<file path="src/rtl/seq_mac_sequencer_if.sv">
// Request/response channel between the dot-product sequencer and the sequential MAC unit.
interface seq_mac_sequencer_if #(
    parameter int K         = 2,
    parameter int MAX_WIDTH = 16,
    parameter int BW        = 5
);
    logic                               mac_valid_o;
    logic                               mac_ready_i;
    logic signed [K-1:0][MAX_WIDTH-1:0] mac_row_o;
    logic signed [K-1:0][MAX_WIDTH-1:0] mac_col_o;
    logic [31:0]                        mac_c_o;
    logic [BW-1:0]                      mac_bits_a_o;
    logic [BW-1:0]                      mac_bits_b_o;
    logic                               mac_valid_i;
    logic                               mac_ready_o;
    logic [31:0]                        mac_d_i;

    modport master (
        output mac_valid_o, mac_row_o, mac_col_o, mac_c_o, mac_bits_a_o, mac_bits_b_o, mac_ready_o,
        input  mac_ready_i, mac_valid_i, mac_d_i
    );

    modport slave (
        input  mac_valid_o, mac_row_o, mac_col_o, mac_c_o, mac_bits_a_o, mac_bits_b_o, mac_ready_o,
        output mac_ready_i, mac_valid_i, mac_d_i
    );
endinterface

</file>
<file path="src/rtl/seq_mac_sequencer.sv">
// Dot-product sequencer: streams operand vectors through one MAC, feeding each returned D
// back as the next C_in, and emits a single accumulated result per command.
module seq_mac_sequencer #(
    parameter int  K         = 2,
    parameter int  MAX_WIDTH = 16,
    parameter int  P         = 2,
    parameter int  LEN_W     = 8,
    localparam int BW        = $clog2(MAX_WIDTH / P) + 2
) (
    input  logic                               clk_i,
    input  logic                               rst_ni,
    input  logic                               clear_i,
    input  logic                               cmd_valid_i,
    output logic                               cmd_ready_o,
    input  logic [LEN_W-1:0]                   cmd_len_i,
    input  logic [BW-1:0]                      cmd_bits_a_i,
    input  logic [BW-1:0]                      cmd_bits_b_i,
    input  logic [31:0]                        cmd_c_init_i,
    input  logic                               op_valid_i,
    output logic                               op_ready_o,
    input  logic signed [K-1:0][MAX_WIDTH-1:0] op_row_i,
    input  logic signed [K-1:0][MAX_WIDTH-1:0] op_col_i,
    seq_mac_sequencer_if.master                mac,
    output logic                               res_valid_o,
    input  logic                               res_ready_i,
    output logic [31:0]                        res_data_o,
    output logic                               busy_o,
    output logic                               err_o
);
    localparam int MAX_CHUNKS = MAX_WIDTH / P;

    localparam logic [2:0] IDLE  = 3'd0;
    localparam logic [2:0] LOAD  = 3'd1;
    localparam logic [2:0] ISSUE = 3'd2;
    localparam logic [2:0] WAIT  = 3'd3;
    localparam logic [2:0] DONE  = 3'd4;
    localparam logic [2:0] FLUSH = 3'd5;

    logic [2:0]                         state_q, state_d;
    logic [31:0]                        acc_q, acc_d;
    logic [LEN_W-1:0]                   rem_q, rem_d;
    logic                               inflight_q, inflight_d;
    logic                               err_q, err_d;
    logic signed [K-1:0][MAX_WIDTH-1:0] row_q, row_d;
    logic signed [K-1:0][MAX_WIDTH-1:0] col_q, col_d;
    logic [BW-1:0]                      bits_a_q, bits_a_d;
    logic [BW-1:0]                      bits_b_q, bits_b_d;

    function automatic logic bits_illegal(input logic [BW-1:0] b);
        return (b == '0) || (int'(b) > MAX_CHUNKS);
    endfunction

    function automatic logic [BW-1:0] sat_bits(input logic [BW-1:0] b);
        return bits_illegal(b) ? BW'(MAX_CHUNKS) : b;
    endfunction

    always_comb begin
        state_d    = state_q;
        acc_d      = acc_q;
        rem_d      = rem_q;
        inflight_d = inflight_q;
        err_d      = err_q;
        row_d      = row_q;
        col_d      = col_q;
        bits_a_d   = bits_a_q;
        bits_b_d   = bits_b_q;

        unique case (state_q)
            IDLE: begin
                if (cmd_valid_i) begin
                    bits_a_d = sat_bits(cmd_bits_a_i);
                    bits_b_d = sat_bits(cmd_bits_b_i);
                    if (bits_illegal(cmd_bits_a_i) || bits_illegal(cmd_bits_b_i)) begin
                        err_d = 1'b1;
                    end
                    acc_d   = cmd_c_init_i;
                    rem_d   = cmd_len_i;
                    state_d = (cmd_len_i == '0) ? DONE : LOAD;
                end
            end
            LOAD: begin
                if (op_valid_i) begin
                    row_d   = op_row_i;
                    col_d   = op_col_i;
                    state_d = ISSUE;
                end
            end
            ISSUE: begin
                if (mac.mac_ready_i) begin
                    inflight_d = 1'b1;
                    state_d    = WAIT;
                end
            end
            WAIT: begin
                if (mac.mac_valid_i) begin
                    acc_d      = mac.mac_d_i;
                    inflight_d = 1'b0;
                    rem_d      = rem_q - LEN_W'(1);
                    state_d    = (rem_q == LEN_W'(1)) ? DONE : LOAD;
                end
            end
            DONE: begin
                if (res_ready_i) state_d = IDLE;
            end
            FLUSH: begin
                // The late D of an aborted job is swallowed here, never reaching acc.
                if (mac.mac_valid_i) begin
                    inflight_d = 1'b0;
                    state_d    = IDLE;
                end
            end
            default: state_d = IDLE;
        endcase

        if (mac.mac_valid_i && (state_q != WAIT) && (state_q != FLUSH)) begin
            err_d = 1'b1;
        end

        // Abort wins over every transition; a job accepted this very cycle still needs flushing.
        if (clear_i && (state_q != IDLE)) begin
            state_d = inflight_d ? FLUSH : IDLE;
        end
        if (clear_i) err_d = 1'b0;
    end

    always_ff @(posedge clk_i or negedge rst_ni) begin
        if (!rst_ni) begin
            state_q    <= IDLE;
            acc_q      <= '0;
            rem_q      <= '0;
            inflight_q <= 1'b0;
            err_q      <= 1'b0;
            row_q      <= '0;
            col_q      <= '0;
            bits_a_q   <= '0;
            bits_b_q   <= '0;
        end else begin
            state_q    <= state_d;
            acc_q      <= acc_d;
            rem_q      <= rem_d;
            inflight_q <= inflight_d;
            err_q      <= err_d;
            row_q      <= row_d;
            col_q      <= col_d;
            bits_a_q   <= bits_a_d;
            bits_b_q   <= bits_b_d;
        end
    end

    assign cmd_ready_o      = (state_q == IDLE);
    assign op_ready_o       = (state_q == LOAD);
    assign mac.mac_valid_o  = (state_q == ISSUE);
    assign mac.mac_ready_o  = (state_q == WAIT) || (state_q == FLUSH);
    assign mac.mac_row_o    = row_q;
    assign mac.mac_col_o    = col_q;
    assign mac.mac_c_o      = acc_q;
    assign mac.mac_bits_a_o = bits_a_q;
    assign mac.mac_bits_b_o = bits_b_q;
    assign res_valid_o      = (state_q == DONE);
    assign res_data_o       = acc_q;
    assign busy_o           = (state_q != IDLE);
    assign err_o            = err_q;
endmodule

</file>
<file path="src/flat_wrapper.sv">
// flat-port wrapper written by rule: the top's interface ports become plain ports
module seq_mac_sequencer_flat 
#(
    parameter int  K         = 2,
    parameter int  MAX_WIDTH = 16,
    parameter int  P         = 2,
    parameter int  LEN_W     = 8,
    localparam int BW        = $clog2(MAX_WIDTH / P) + 2
)
  (clk_i, rst_ni, clear_i, cmd_valid_i, cmd_ready_o, cmd_len_i, cmd_bits_a_i, cmd_bits_b_i, cmd_c_init_i, op_valid_i, op_ready_o, op_row_i, op_col_i, res_valid_o, res_ready_i, res_data_o, busy_o, err_o, mac_mac_valid_o, mac_mac_row_o, mac_mac_col_o, mac_mac_c_o, mac_mac_bits_a_o, mac_mac_bits_b_o, mac_mac_ready_o, mac_mac_ready_i, mac_mac_valid_i, mac_mac_d_i);
  seq_mac_sequencer_if #(.K(K), .MAX_WIDTH(MAX_WIDTH), .BW(($clog2((16) / P) + 2))) mac_i ();
  input  logic clk_i;
  input  logic rst_ni;
  input  logic clear_i;
  input  logic cmd_valid_i;
  output logic cmd_ready_o;
  input  logic [LEN_W-1:0] cmd_len_i;
  input  logic [BW-1:0] cmd_bits_a_i;
  input  logic [BW-1:0] cmd_bits_b_i;
  input  logic [31:0] cmd_c_init_i;
  input  logic op_valid_i;
  output logic op_ready_o;
  input  logic signed [K-1:0][MAX_WIDTH-1:0] op_row_i;
  input  logic signed [K-1:0][MAX_WIDTH-1:0] op_col_i;
  output logic res_valid_o;
  input  logic res_ready_i;
  output logic [31:0] res_data_o;
  output logic busy_o;
  output logic err_o;
  output wire logic [$bits(mac_i.mac_valid_o)-1:0] mac_mac_valid_o;
  output wire logic [$bits(mac_i.mac_row_o)-1:0] mac_mac_row_o;
  output wire logic [$bits(mac_i.mac_col_o)-1:0] mac_mac_col_o;
  output wire logic [$bits(mac_i.mac_c_o)-1:0] mac_mac_c_o;
  output wire logic [$bits(mac_i.mac_bits_a_o)-1:0] mac_mac_bits_a_o;
  output wire logic [$bits(mac_i.mac_bits_b_o)-1:0] mac_mac_bits_b_o;
  output wire logic [$bits(mac_i.mac_ready_o)-1:0] mac_mac_ready_o;
  input wire logic [$bits(mac_i.mac_ready_i)-1:0] mac_mac_ready_i;
  input wire logic [$bits(mac_i.mac_valid_i)-1:0] mac_mac_valid_i;
  input wire logic [$bits(mac_i.mac_d_i)-1:0] mac_mac_d_i;
  assign mac_mac_valid_o = mac_i.mac_valid_o;
  assign mac_mac_row_o = mac_i.mac_row_o;
  assign mac_mac_col_o = mac_i.mac_col_o;
  assign mac_mac_c_o = mac_i.mac_c_o;
  assign mac_mac_bits_a_o = mac_i.mac_bits_a_o;
  assign mac_mac_bits_b_o = mac_i.mac_bits_b_o;
  assign mac_mac_ready_o = mac_i.mac_ready_o;
  assign mac_i.mac_ready_i = mac_mac_ready_i;
  assign mac_i.mac_valid_i = mac_mac_valid_i;
  assign mac_i.mac_d_i = mac_mac_d_i;
  seq_mac_sequencer #(.K(K), .MAX_WIDTH(MAX_WIDTH), .P(P), .LEN_W(LEN_W)) u_core (.clk_i(clk_i), .rst_ni(rst_ni), .clear_i(clear_i), .cmd_valid_i(cmd_valid_i), .cmd_ready_o(cmd_ready_o), .cmd_len_i(cmd_len_i), .cmd_bits_a_i(cmd_bits_a_i), .cmd_bits_b_i(cmd_bits_b_i), .cmd_c_init_i(cmd_c_init_i), .op_valid_i(op_valid_i), .op_ready_o(op_ready_o), .op_row_i(op_row_i), .op_col_i(op_col_i), .mac(mac_i), .res_valid_o(res_valid_o), .res_ready_i(res_ready_i), .res_data_o(res_data_o), .busy_o(busy_o), .err_o(err_o));
endmodule
</file>
<file path="config.mk">
export PLATFORM = sky130hd
export DESIGN_NAME = seq_mac_sequencer_flat
export DESIGN_NICKNAME = d
export VERILOG_FILES = /design/src/rtl/seq_mac_sequencer_if.sv /design/src/rtl/seq_mac_sequencer.sv /design/src/flat_wrapper.sv
export SDC_FILE = /design/constraint.sdc
export NUM_CORES = 1
export LEC_CHECK = 0
export BUFFER_PORTS_ARGS = -buffer_cell sky130_fd_sc_hd__buf_2
export CELL_PAD_IN_SITES_DETAIL_PLACEMENT = 0
export CELL_PAD_IN_SITES_GLOBAL_PLACEMENT = 1
export CORE_MARGIN = 2
export CORE_UTILIZATION = 33
export DETAILED_ROUTE_END_ITERATION = 6
export PLACE_DENSITY = 0.89
export SLEW_MARGIN = 30
export SYNTH_ARGS = -nofsm -noshare
export SYNTH_HDL_FRONTEND = slang
export SYNTH_SLANG_ARGS = --single-unit
</file>
<file path="constraint.sdc">
create_clock -name clk_i -period 1.7 [get_ports clk_i]
set_input_delay 0 -clock clk_i [delete_from_list [all_inputs] [get_ports clk_i]]
set_output_delay 0 -clock clk_i [all_outputs]
set_load 0.02 [all_outputs]
</file>
==> impl_metrics.json <==
{
  "p_leak_nw": 4.49,
  "fin_worst_skew_ns": 0.00722,
  "finalCritPeriodShare": 0.973,
  "synth_top_family_by_area": "multiplexers",
  "wire_per_inst_microns": 15.8,
  "end_kind": "register",
  "rsz0062_at_grt": "yes",
  "diodes": 0,
  "cts-root-buf": "clkbuf_16",
  "power_density_nw_per_um2": 1810,
  "dieArea_sq_um": 17800,
  "max_stage_delay_ns": 0.42,
  "numCtsBuffers": 17,
  "synthAdderAreaFrac": 0.00452,
  "hpwl_mm": 11.4,
  "grt.total_usage": 0.206,
  "final_cells": 1177,
  "multi_input_area_sq_um": 2070,
  "io_pins": 299,
  "place_area_sq_um": 7090,
  "final_hold_viol_count": 0,
  "slowest_stage": "dfrtp_2",
  "crit_chain": "inv_2, nor3_4, and2_2, buf_12, buf_4, mux2_1",
  "nFillCells": 1348,
  "grtUsageMet3": 0.0479,
  "cp_num_buf_inv": 3,
  "yosysTopAreaCellShare": 0.538,
  "start_util": 0.336,
  "worst_pin_slew_ns": 0.476,
  "die_w_microns": 134,
  "synthSimpleGateAreaFrac": 0.127,
  "ir_drop_uv": 892,
  "netlist_instances": 501,
  "relSlewSlack": 0.683,
  "fin_nets": 1100,
  "post-route-util": 0.570,
  "yosys-top-cells-area": "dfrtp_1 (54%), mux2_1 (12%), nand2_1 (5.8%)",
  "grt_max_degree": 48,
  "seqCellArea_sq_um": 2980,
  "busiest_layer": "met2",
  "drc": 0,
  "antenna_found_initial": 0,
  "drt_first_pass_iters": 4,
  "syn_area_sq_um": 5540,
  "cts.htree.levels": 4,
  "fin_ws_ns": 0.0467,
  "grt_pass1_wl_mm": 29.0,
  "fmax_ghz": 0.605,
  "viasPerCell": 4.64,
  "clk_latency_ns": 0.41,
  "setup_viol": 0,
  "synthToLayoutAreaGrowth_pct": 69.4,
  "worstSetupPathType": "reg2reg",
  "synth_edf_count": 0,
  "hp-class": "in2reg",
  "period_minus_slack_ns": 1.65,
  "rows": 47,
  "drive_gt1_frac": 0.399,
  "synth_ff_type": "dfrtp_1",
  "numPortBuffers": 298,
  "gr-total-overflow": 0,
  "die_y_microns": 134,
  "dp_cells": 986,
  "post-route-cell-area_sq_um": 9380,
  "yosysTopAreaCell": "dfrtp_1",
  "clk_pin_slew_ns": 0.06,
  "muxShareOfSynthArea": 0.132,
  "critical_path.top_delay_family": "flip-flops",
  "wirelength_mm": 18.6,
  "status": "finished, final reports clean",
  "synth-seq-cells": 119,
  "core_area_sq_um": 16500,
  "cts_buffer_depth": 2,
  "critPathRequiredTime_ns": 1.98,
  "syn-num-nets": 657,
  "place_congestion": 0.801,
  "dp_worst_setup_slack_ns": -0.0675,
  "ys_async_sr_fraction": 1.00,
  "yosysMostFrequentCell": "dfrtp_1",
  "synth_cell_types": 52,
  "globalRouteMet2Util": 0.366,
  "grt_use_met1": 0.245,
  "synth_compound_area_frac": 0.0944,
  "synth_xor_area_frac": 0.00474,
  "yosysWarnings": 0,
  "synth_common_cells": "dfrtp_1 (119), nand2_1 (86), mux2_1 (60), nor2_1 (41)",
  "cts_tree": "yes",
  "vias": 5466,
  "first_global_vias": 5650,
  "arrival_ns": 1.94,
  "slew_violations": 0,
  "clkSinkCount": 119,
  "maxCapViolCount": 0,
  "synth_seq_area_share": 0.538,
  "start_kind": "register",
  "crit_fanout": 15,
  "drtIter0Drc": 193,
  "synth_area_per_cell_sq_um": 11.1,
  "postRouteAntennaNets": 0
}
[worst paths after layout]
check	startpoint	end	slack [ns]	cells after the start
worst max-delay path	u_core.state_q[0]	u_core.mac.mac_col_o[6]	0.05	6
worst min-delay path	cmd_len_i[2]	u_core.rem_q[2]	0.03	3
worst max register to register	u_core.state_q[0]	u_core.mac.mac_col_o[6]	0.05	6
worst min register to register	u_core.mac.mac_bits_b_o[0]	u_core.mac.mac_bits_b_o[0]	0.48	2
max in group asynchronous	rst_ni	u_core.mac.mac_bits_a_o[4]	1.01	3
min in group asynchronous	rst_ni	u_core.mac.mac_row_o[7]	0.08	2
[layer usage]
| metal | part of all wire | wire length (microns) |
|---|---|---|
| met4 | 0.019 | 345 |
| met3 | 0.052 | 967 |
| met1 | 0.41 | 7700 |
| met5 | 0 | 0 |
| met2 | 0.52 | 9580 |
[per-stage QoR]
step | hold slack [ns] | power [W] | setup TNS, ns
after floorplan | -0.296 | 0.0104 | -0.432
after global placement | -0.0169 | 0.0124 | -0.0160
after detailed placement | -0.0255 | 0.0126 | -0.0678
after CTS | 0.00158 | 0.0167 | 0
after global routing | 0.0461 | 0.0179 | -0.0541
final | 0.0256 | 0.0169 | 0
[registers in the layout, indices dropped and copies added (netlist names)]
| signal | count |
|---|---|
| u_core.mac.mac_c_o | 32 |
| u_core.mac.mac_col_o | 32 |
| u_core.mac.mac_row_o | 32 |
| u_core.rem_q | 8 |
| u_core.mac.mac_bits_a_o | 5 |
| u_core.mac.mac_bits_b_o | 5 |
| u_core.state_q | 3 |
| u_core.err_o | 1 |
| u_core.inflight_q | 1 |
[layout by cell type, fill, tap and decap left out, types with 3 or more instances in the layout]
cell and n:
buf_2 297, dlygate4sd3_1 155, dfrtp_1 117, nand2_1 86, mux2_1 60, nor2_1 40
a31oi_1 33, buf_4 25, clkbuf_16 19, o21ai_0 15, a21oi_1 10, inv_1 6
nor3_1 6, nand3_1 6, buf_12 6, nor2b_1 4, o22ai_1 4, mux2_2 4
clkinvlp_4 4, inv_6 4, bufinv_16 3
[logic make-up after synthesis]
logic type | Yosys count
buffers and inverters | 70
and+or+nand+nor | 161
AOI/OAI and AO/OA | 81
DFF | 119
muxes | 65
adders and majority gates | 2
xor gates and xnor gates | 3
[report_power, final]
group | internal [W] | leakage, nW | switching, W
registers | 0.00424 | 1.39 | 0.000900
clock network | 0.00236 | 0.287 | 0.00135
logic | 0.00325 | 2.81 | 0.00483
[final cells by class]
cell class | count | share of cell area
clock buffers | 19 | 0.0472
clock inverters | 13 | 0.0180
inverters | 7 | 0.00280
multi-input cells | 312 | 0.221
flip-flops and latches | 119 | 0.318
well taps | 220 | 0.0293
repair buffers | 487 | 0.364
[tightest hold or removal path, cell delays in order]
cell and delay [ns]:
buf_2 0.10, o21ai_0 0.11, a22oi_2 0.18
[what timing repair did]
| action | in CTS | in global routing |
|---|---|---|
| endpoints found under the setup margin | 14 | 43 |
| hold buffers | 155 | 0 |
| resized for setup | 5 | 7 |
| buffers inserted | 0 | 2 |
| cloned | 0 | 2 |
| endpoints found under the hold margin | 234 | 0 |
No activity file was read; power rests on OpenSTA's default activity.
